===== src/rtl/rob_recovery_ctrl.sv =====
`default_nettype none
// ---------------------------------------------------------------------------
// rob_recovery_ctrl : sequences flush, RAT restore, writeback drain and fetch
//                     redirect after a retired mispredict or external flush.
// Rev 1.0
// ---------------------------------------------------------------------------
module rob_recovery_ctrl #(
   parameter int NUM_ARCH_REGS = 8,
   parameter int SETTLE_CYCLES = 4,
   parameter int CNT_W         = 16,
   parameter int AREG_W        = (NUM_ARCH_REGS > 1) ? $clog2(NUM_ARCH_REGS) : 1
) (
   input  logic              CLK,
   input  logic              RST,
   input  logic              Retire1_Mispred,
   input  logic [15:0]       Retire1_PC,
   input  logic              Retire2_Mispred,
   input  logic [15:0]       Retire2_PC,
   input  logic              Ext_Flush,
   input  logic [15:0]       Ext_PC,
   input  logic              Redirect_Ack,
   output logic              Global_Flush,
   output logic              Dispatch_Stall,
   output logic              Kill_Retire2,
   output logic              RAT_Restore_V,
   output logic [AREG_W-1:0] RAT_Restore_Idx,
   output logic              FreeList_Reset,
   output logic              Redirect_V,
   output logic [15:0]       Redirect_PC,
   output logic [CNT_W-1:0]  Recovery_Count
);

   localparam int                SET_W       = (SETTLE_CYCLES > 1) ? $clog2(SETTLE_CYCLES) : 1;
   localparam logic [AREG_W-1:0] LAST_IDX    = AREG_W'(NUM_ARCH_REGS - 1);
   localparam logic [SET_W-1:0]  SETTLE_INIT = SET_W'(SETTLE_CYCLES - 1);
   localparam logic [CNT_W-1:0]  CNT_MAX     = '1;

   typedef enum logic [2:0] {
      IDLE     = 3'd0,
      FLUSH    = 3'd1,
      RESTORE  = 3'd2,
      SETTLE   = 3'd3,
      REDIRECT = 3'd4
   } state_t;

   state_t           state;
   logic [15:0]      target_pc;
   logic [SET_W-1:0] cnt;
   logic             trigger;
   logic [15:0]      trigger_pc;

   assign trigger = Retire1_Mispred | Retire2_Mispred | Ext_Flush;

   // Older retire slot wins, then the younger one, then the external request.
   always_comb begin
      trigger_pc = Ext_PC;
      if (Retire1_Mispred)
         trigger_pc = Retire1_PC;
      else if (Retire2_Mispred)
         trigger_pc = Retire2_PC;
   end

   assign Kill_Retire2   = (state == IDLE) & Retire1_Mispred;
   assign Dispatch_Stall = (state != IDLE) | trigger;

   always_ff @(posedge CLK or posedge RST) begin
      if (RST) begin
         state           <= IDLE;
         target_pc       <= '0;
         cnt             <= '0;
         Global_Flush    <= 1'b0;
         RAT_Restore_V   <= 1'b0;
         RAT_Restore_Idx <= '0;
         FreeList_Reset  <= 1'b0;
         Redirect_V      <= 1'b0;
         Redirect_PC     <= '0;
         Recovery_Count  <= '0;
      end else begin
         case (state)
            IDLE: begin
               if (trigger) begin
                  state        <= FLUSH;
                  Global_Flush <= 1'b1;
                  target_pc    <= trigger_pc;
                  if (Recovery_Count != CNT_MAX)
                     Recovery_Count <= Recovery_Count + CNT_W'(1);
               end
            end
            FLUSH: begin
               state           <= RESTORE;
               Global_Flush    <= 1'b0;
               RAT_Restore_V   <= 1'b1;
               RAT_Restore_Idx <= '0;
               FreeList_Reset  <= (LAST_IDX == '0);
            end
            RESTORE: begin
               if (RAT_Restore_Idx == LAST_IDX) begin
                  state           <= SETTLE;
                  RAT_Restore_V   <= 1'b0;
                  RAT_Restore_Idx <= '0;
                  FreeList_Reset  <= 1'b0;
                  cnt             <= SETTLE_INIT;
               end else begin
                  // Free lists rebuild alongside the final register restore.
                  RAT_Restore_Idx <= RAT_Restore_Idx + AREG_W'(1);
                  FreeList_Reset  <= ((RAT_Restore_Idx + AREG_W'(1)) == LAST_IDX);
               end
            end
            SETTLE: begin
               if (cnt == '0) begin
                  state       <= REDIRECT;
                  Redirect_V  <= 1'b1;
                  Redirect_PC <= target_pc;
               end else begin
                  cnt <= cnt - SET_W'(1);
               end
            end
            REDIRECT: begin
               if (Redirect_Ack) begin
                  state       <= IDLE;
                  Redirect_V  <= 1'b0;
                  Redirect_PC <= '0;
                  cnt         <= '0;
               end
            end
            default: begin
               state           <= IDLE;
               Global_Flush    <= 1'b0;
               RAT_Restore_V   <= 1'b0;
               RAT_Restore_Idx <= '0;
               FreeList_Reset  <= 1'b0;
               Redirect_V      <= 1'b0;
               Redirect_PC     <= '0;
               cnt             <= '0;
            end
         endcase
      end
   end

endmodule
`default_nettype wire

===== config.mk =====
export PLATFORM = sky130hd
export DESIGN_NAME = rob_recovery_ctrl
export DESIGN_NICKNAME = d
export VERILOG_FILES = /design/src/rtl/rob_recovery_ctrl.sv
export SDC_FILE = /design/constraint.sdc
export NUM_CORES = 1
export LEC_CHECK = 0
export ABC_CLOCK_PERIOD_IN_PS = 4300
export CAP_MARGIN = 20
export CORE_MARGIN = 2
export CORE_UTILIZATION = 50
export DETAILED_ROUTE_END_ITERATION = 12
export GPL_TIMING_DRIVEN = 0
export PLACE_DENSITY = 0.89
export SYNTH_ARGS = -nofsm -noshare
export SYNTH_HDL_FRONTEND = slang
export SYNTH_SLANG_ARGS = --single-unit

===== constraint.sdc =====
create_clock -name CLK -period 4.3 [get_ports CLK]
set_input_delay 1.075 -clock CLK [delete_from_list [all_inputs] [get_ports CLK]]
set_output_delay 1.075 -clock CLK [all_outputs]
set_load 0.05 [all_outputs]

# --- After elaboration in Yosys (flattened, before gate mapping) ---
# Cells that the tools add are included.
op_classes:
  n_addsub: 3
  n_mul: 0
  div: 0
  n_lt_le_gt_ge: 0
  eq_ne: 12
  shifts: 0
  n_mux: 25
  bitwise_logic: 8
  reduce_logical: 14
ops:
  columns: ["op", "count"]
  rows:
  - ["$mux 16", 4]
  - ["$pmux 16 s3", 1]
  - ["$add 16x1->16 const B", 1]
  - ["$ne 16x16->1 const B", 1]
  - ["$mux 3", 5]
  - ["$pmux 3 s5", 1]
  - ["$ne 2x2->1 const B", 5]
  - ["$eq 3x3->1 const B", 3]
  - ["$reduce_or 3->1", 3]
  - ["$pmux 2 s4", 1]
  - ["$reduce_and 4->1", 2]
  - ["$eq 3x2->1 const B", 2]
  - ["$mux 2", 3]
  - ["$pmux 1 s3", 2]
  - ["$pmux 3 s2", 1]
  - ["$reduce_and 2->1", 3]
  - ["$reduce_and 3->1", 2]
  - ["$mux 1", 5]
  - ["$not 1->1", 4]
  - ["$pmux 1 s2", 2]
  - ["$add 3x1->3 const B", 1]
  - ["$eq 3x1->1 const B", 1]
  - ["$logic_not 3->1", 1]
  - ["$or 1x1->1", 3]
  - ["other kinds (5)", 5]
word_totals:
  ff_bits: 60
  latch_bits: 0
  ram_bits: 0
  rom_bits: 0
  inputBits: 54
  output_inout_bits: 41
  wordCells: 72
  memories: 0

# --- Longest topological paths before layout ---
# Gate-level depths: netlist of the first run.
logic_depth:
  depth_word: 4
  depth_mapped: 7
  ltp_nobuf: 6

# --- Least setup slack after synthesis of the first run ---
# OpenSTA, ideal clock, no wires.
synth_timing:
  kind: "input port to output port"
  from: "input Retire2_Mispred"
  to: "output Dispatch_Stall"
  arrival_time_ns: 2.056
  required_time_ns: 3.225
  path_slack_ns: 1.169
  path_stages: 4
  path_buffers: 1
  cell_sequence: "buf_2 -> or3_1 -> nor2_1 -> inv_1"
synth_between:
  elab_chain_cells: 3
synth_rtl:
  columns: ["item", "line_no", "rtl"]
  rows:
  - ["start, declared", "17", "input logic Retire2_Mispred,"]
  - ["$or 1x1->1 (2 in series)", "52", "assign trigger = Retire1_Mispred | Retire2_Mispred | Ext_Flush;"]
  - ["$or 1x1->1", "64", "assign Dispatch_Stall = (state != IDLE) | trigger;"]
  - ["end, declared", "23", "output logic Dispatch_Stall,"]
# No other way between the ends.

# --- Worst setup path in the final report of the first run ---
layout_timing:
  from: "input Ext_Flush"
  to: "output Dispatch_Stall"
layout_between:
  elab_chain_cells: 2
layout_rtl:
  columns: ["item", "line_no", "rtl"]
  rows:
  - ["start, declared", "19", "input logic Ext_Flush,"]
  - ["$or 1x1->1", "52", null]
  - ["$or 1x1->1", "64", null]
# No other way between the ends.

==> metrics.md, run 1 <==
| Metric | Value |
|---|---|
| Fmax achieved | `247 MHz` |
| Vias post-DR | `2668` |
| GRT Residual Overflow | `0` |
| CP Launch Type | `input port` |
| Worst Skew | `0.00948 ns` |
| CP cell instances | `clkdlybuf4s50_1 > or3_1 > nor2_1 > inv_1 > clkdlybuf4s50_1` |
| Final core utilization | `74.4%` |
| Clk Latency, worst-skew pair | `0.33 ns` |
| GRT busiest layer | `met2` |
| Unrepaired setup endpoints after global routing | `false` |
| DP HPWL | `5730 µm` |
| Synth Warn # | `0` |
| Seq cells post-synth | `60` |
| CP Buf/Inv Count | `3` |
| Core area | `0.00561 mm²` |
| Met3 Use GR | `7.19%` |
| Port bufs | `92` |
| Slowest stage delay, CP | `0.70 ns` |
| Vias in the first global route | `2750` |
| Pre-antenna DRT Iters | `5` |
| Slew Viols, Final | `0` |
| Area delta synth->final | `41.9%` |
| Hold Buf Count CTS | `0` |
| Initial antenna violation count | `0` |
| H-tree levels | `3` |
| Fin cells | `472` |
| Rows | `27` |
| DRC | `0` |
| DIE AREA | `0.00651 mm²` |
| CTS resizes | `0` |
| DR WL/cell | `15.7 µm` |
| CTS Buf Count | `9` |
| Post-synthesis async set-or-reset flop share | `100%` |
| Post-synth EDFFs | `0` |
| Mux cell area share after synthesis | `6.98%` |
| Final setup viols | `0` |
| Ys flop type | `dfrtp_1` |
| CP required | `3.22 ns` |
| Post-synthesis simple-gate area fraction | `16.3%` |
| Final Hold Viols | `0` |
| Critical Path Most Common Cell | `clkdlybuf4s50_1` |
| Die X | `80.7 µm` |
| NumNets Final | `455` |
| Ant diodes | `0` |
| Final ANT Viol Nets | `0` |
| Synth Area in Adders | `2.13%` |
| Boundary pin count | `95` |
| Total Wirelength | `7420 µm` |
| Placed insts | `457` |
| Worst Setup Path Type | `input port to primary output` |
| Final worst setup slack | `0.253 ns` |
| Root Buffer | `clkbuf_8` |
| VDD IR max | `397 µV` |
| Largest net degree at the start of global routing | `33` |
| Compound-cell area share of the yosys netlist | `16.8%` |
| Met2 Use GR | `42.1%` |
| GP Congestion | `0.856` |
| TritonCTS clock tree | `done` |
| Crit path max-delay family | `buffers and inverters` |
| CTS Buffer Depth | `2` |
| Worst-path clk slew | `0.07 ns` |
| Post-synth cell types | `44` |
| Crit path arrival time | `2.97 ns` |
| Relative slew slack | `56.9%` |
| Initial Util | `52.4%` |
| M1 GR Usage | `29.5%` |
| First-pass GRT wire length | `12400 µm` |
| Syn Std Cell Area | `0.00294 mm²` |
| Outcome | `complete, no violations` |
| Max-Cap Viols | `0` |
| Setup Buffers After CTS | `0` |
| Worst Tran Pin Value | `0.641 ns` |
| CP max FO | `4` |
| Post-Synth XOR/XNOR Area | `3.28%` |
| Die Span Y | `80.7 µm` |
| Hold WC Path Type | `flop to flop` |
| Synth Instances | `292` |
| Largest family of logic cells by synthesized area | `compound AO/OA/AOI/OAI gates` |
| Final period util | `94.1%` |
| Routed vias/inst | `5.65` |
| Syn avg cell area | `10.1 µm²` |
| Pwr/cell area | `610 mW/mm²` |
| Clk sinks | `60` |
| GRT Util Overall | `25.3%` |
| Min cycle time layout | `4.05 ns` |
| Synthesized Nets | `351` |
| Layout cell share with drive strength beyond 1 | `7.75%` |
| Slowest-stage cell, CP | `clkdlybuf4s50_1` |
| DR iter-0 viols | `128` |
| Leak | `0.00188 µW` |
| Register area share after synthesis | `51.1%` |
| Worst slack, placed | `0.309 ns` |
| Setup TNS | `0 ns` |
| CP endpoint kind | `primary output` |
## state kept, by name, summed over array words and instances (netlist names)
name,count
RAT_Restore_V,1
Redirect_V,1
FreeList_Reset,1
RAT_Restore_Idx,3
state,3
target_pc,16
cnt,2
Recovery_Count,16
Redirect_PC,16
Global_Flush,1
## report_power, final
part           internal [µW]  switching [µW]  total (µW)
Sequential               753             133         885
Clock                    295             218         513
Combinational            438             707        1150
Total                   1490            1060        2540
## cells by family (layout without fill, tap and decap cells)
group | count (synthesis) | in the layout
AO/OA/AOI/OAI | 78 | 78
XOR/XNOR | 11 | 11
adder cells (fa/ha/maj) | 5 | 5
buffers and inverters | 24 | 132
flip-flops | 60 | 60
multiplexers | 20 | 20
AND/OR/NAND/NOR | 94 | 94
## per-stage QoR
step | total power (µW) | hold WS (ns) | instance area (µm²)
floorplan | 1650 | 0.451 | 2940
global placement | 1990 | 0.461 | 3950
detailed placement | 2040 | 0.473 | 3970
CTS | 2550 | 0.488 | 4170
global route | 2690 | 0.510 | 4170
finish | 2540 | 0.487 | 4170
## metal layers
metal / wire, µm / vias up
met5: 0 / -
met4: 148 / 0
met3: 592 / 16
met2: 3670 / 115
met1: 3010 / 1276
li1: - / 1261
## cells in the final DEF (no fill, tap or decap), types with 3 or more instances in the layout
cell / instances
a21o_1: 4
a21oi_1: 24
a22o_1: 16
and4_1: 3
buf_2: 4
clkbuf_1: 10
clkbuf_8: 11
clkdlybuf4s50_1: 92
dfrtp_1: 60
ha_1: 5
inv_1: 7
mux2_2: 3
mux2i_1: 16
nand2_1: 27
nand3_1: 7
nand4_1: 5
nor2_1: 25
nor3_1: 9
nor4_1: 4
o21ai_0: 22
xor2_1: 9
## synth_stat cells, types with 2 or more instances
cell type  count  area (µm²)
inv_1          8        30.0
xor2_1         9        78.8
a21o_1         4        30.0
mux2_2         3        33.8
ha_1           5        62.6
nand4_1        5        31.3
a21oi_1       24         120
dfrtp_1       60        1500
clkbuf_1      10        37.5
nor4b_1        2        17.5
mux2i_1       16         160
nor3_1         9        45.0
xnor2_1        2        17.5
a31oi_1        2        12.5
a22o_1        16         140
and4_1         3        26.3
and3_1         2        12.5
a22oi_1        2        15.0
nor4_1         4        25.0
nand3_1        7        35.0
nand2b_1       2        12.5
nand2_1       27         101
o21ai_0       22         110
nor2_1        25        93.8
buf_2          4        20.0
## area by class of cell
type                    instances  area (µm²)
flip-flops and latches         60        1500
fillers                       406        1440
multi-input cells             208        1340
repair buffers                 93         941
clock buffers                  11         151
well taps                      72        90.1
plain buffers                  16        73.8
clock inverters                 4        48.8
inverters                       8        30.0
## final timing paths
path	startpoint	end	slack [ns]	cells after the start
worst min-delay path	target_pc[12]	target_pc[12]	0.49	2
min in group asynchronous	RST	Recovery_Count[11]	1.15	2
worst min register to register	target_pc[12]	target_pc[12]	0.49	2
max in group asynchronous	RST	Recovery_Count[0]	2.58	3
worst max register to register	cnt[0]	Redirect_PC[11]	2.24	6
worst max-delay path	Ext_Flush	Dispatch_Stall	0.25	5
## worst min-delay path: cells and delay by family (launching register included)
kind            cells  cell delay, ns
simple gates        1            0.05
compound gates      1            0.06
flops               1            0.35
Note: power is estimated with default switching activity, not from simulation.
==> run 2, diff against run 1 <==
--- a/config.mk
+++ b/config.mk
@@ -12,6 +12,7 @@
 export DETAILED_ROUTE_END_ITERATION = 12
 export GPL_TIMING_DRIVEN = 0
 export PLACE_DENSITY = 0.89
+export REMOVE_ABC_BUFFERS = 1
 export SYNTH_ARGS = -nofsm -noshare
 export SYNTH_HDL_FRONTEND = slang
 export SYNTH_SLANG_ARGS = --single-unit
==> run 2 against run 1 <==
Critical path depth did not move; first-iteration DRC count rose by 18%; largest power group unchanged; combinational power barely moved; core utilization fell by 0.25 points; clock power rose by 1%; wire length fell by 5.6%; critical path type unchanged; hold slack got worse by 0.0061 ns; largest cell class unchanged; register-to-register slack got worse by 0.03 ns; sequential share of layout area rose by 0.12 points; flip-flop and latch count did not move; non-clock buffer count fell by 12.
==> metrics.md, run 2 (same netlist as run 1, synthesis figures left out) <==
| Metric | Value |
|---|---|
| Final setup viols | `0` |
| CTS Buf Count | `9` |
| H-tree levels | `3` |
| Min cycle time layout | `4.17 ns` |
| Crit path arrival time | `3.09 ns` |
| Worst hold slack | `0.481 ns` |
| Crit path max-delay family | `buffers and inverters` |
| Worst Tran Pin Value | `0.698 ns` |
| Layout cell share with drive strength beyond 1 | `7.46%` |
| Clk sinks | `60` |
| Layout fillers | `399` |
| Ant diodes | `0` |
| Worst Skew | `0.00871 ns` |
| CP max FO | `18` |
| Worst-path clk slew | `0.07 ns` |
| GRT Util Overall | `23.9%` |
| First-pass GRT wire length | `11700 µm` |
| Initial antenna violation count | `0` |
| R2R Setup Slk | `2.21 ns` |
| CP cell instances | `clkdlybuf4s15_2 > or3_1 > nor2_1 > inv_1 > clkdlybuf4s50_1` |
| Final core utilization | `74.1%` |
| Area delta synth->final | `41.4%` |
| Die Span Y | `80.7 µm` |
| Top Registers | `Recovery_Count x16, Redirect_PC x16, target_pc x16` |
| GRT Residual Overflow | `0` |
| Clk Latency, worst-skew pair | `0.34 ns` |
| Slowest-stage cell, CP | `clkdlybuf4s50_1` |
| CTS Buffer Depth | `2` |
| Largest net degree at the start of global routing | `38` |
| DRC | `0` |
| Pwr/cell area | `613 mW/mm²` |
| CP endpoint kind | `primary output` |
| DIE AREA | `0.00651 mm²` |
| Final ANT Viol Nets | `0` |
| Vias in the first global route | `2501` |
| Pre-antenna DRT Iters | `4` |
| Die X | `80.7 µm` |
| Total Wirelength | `7000 µm` |
| Slowest stage delay, CP | `0.70 ns` |
| Core area | `0.00561 mm²` |
| Setup TNS | `0 ns` |
| Most common cell after layout, fill and taps aside | `clkdlybuf4s50_1` |
| TritonCTS clock tree | `done` |
| Worst R2R Path Depth | `5` |
| CP Launch Type | `input port` |
| Slew Viols, Final | `0` |
| DP HPWL | `4930 µm` |
| DR WL/cell | `15.2 µm` |
| Initial Util | `52.4%` |
| GP Congestion | `0.868` |
| Worst Setup Path Type | `input port to primary output` |
| NumNets Final | `443` |
| Max-Cap Viols | `0` |
| Relative slew slack | `53.5%` |
| Rows | `27` |
| Final period util | `97.0%` |
| Port bufs | `94` |
| CP Buf/Inv Count | `3` |
| Hold WC Path Type | `flop to flop` |
| DR iter-0 viols | `151` |
| VDD IR max | `332 µV` |
| Vias post-DR | `2537` |
| Fmax achieved | `240 MHz` |
| Final Hold Viols | `0` |
| Boundary pin count | `95` |
| Routed vias/inst | `5.50` |
| Min-delay src | `target_pc[10]` |
| Hold Path Sink | `target_pc[10]` |
| Commonest cells after routing, fill and taps aside | `clkdlybuf4s50_1 (92), dfrtp_1 (60), nand2_1 (27)` |
| Leak | `0.00187 µW` |
| Outcome | `complete, no violations` |
| Critical R2R Capture | `Recovery_Count[1]` |
| Register area | `0.00150 mm²` |
| Unrepaired setup endpoints after global routing | `false` |
| Reg-to-Reg Start | `state[0]` |
| Root Buffer | `clkbuf_8` |
| CP required | `3.22 ns` |
| Min-Delay Path Depth | `2` |
| Area of the multi-input gates | `0.00134 mm²` |
[run 2: final cells by class]
type / count / area share, %
inverters: 8 / 0.722
clock inverters: 4 / 1.14
well taps: 72 / 2.17
clock buffers: 12 / 3.73
flip-flops and latches: 60 / 36.1
repair buffers: 97 / 24.0
multi-input cells: 208 / 32.1
[run 2: how the worst max path moves through the flow]
stage | endpoint | startpoint | cells past startpoint | slack (ns)
after floorplan | Dispatch_Stall | Retire2_Mispred | 3 | 1.35
after global placement | Dispatch_Stall | Retire1_Mispred | 5 | -0.49
after detailed placement | Dispatch_Stall | Retire1_Mispred | 5 | -0.52
after CTS | Dispatch_Stall | Retire1_Mispred | 5 | 0.15
after global routing | Dispatch_Stall | Retire1_Mispred | 5 | 0.01
final | Dispatch_Stall | Retire2_Mispred | 5 | 0.13
[run 2: where the power goes]
part / internal (µW) / switching (µW) / leakage (µW)
Sequential: 752 / 159 / 0.000777
Combinational: 440 / 678 / 0.000990
Clock: 298 / 223 / 0.000102
Total: 1490 / 1060 / 0.00187
[run 2: timing repair]
| action | CTS | global route |
|---|---|---|
| setup buffers | 0 | 0 |
| setup endpoints to repair | 2 | 0 |
| gates resized for setup | 6 | 0 |
| hold buffers | 0 | 0 |
[run 2: tightest hold or removal path: cells and delay by family (launching register included)]
kind | cells | cell delay (ns)
AND/OR/NAND/NOR | 1 | 0.05
flip-flops | 1 | 0.34
AO/OA/AOI/OAI | 1 | 0.06
[run 2: per-stage QoR]
stage	worst slack, ns	instances	area, µm²	total power, µW
final	0.131	461	4160	2550
after global routing	0.0101	461	4160	2700
after CTS	0.146	460	4130	2550
after detailed placement	-0.523	444	3930	2010
after global placement	-0.493	442	3900	1960
after floorplan	1.35	276	2870	1610
[run 2: metal layers]
metal / GRT usage (%) / share of wire, %
met4: 8.47 / 1.1
met5: 0 / 0
met1: 31.0 / 42
met2: 37.3 / 49
met3: 7.98 / 7.9
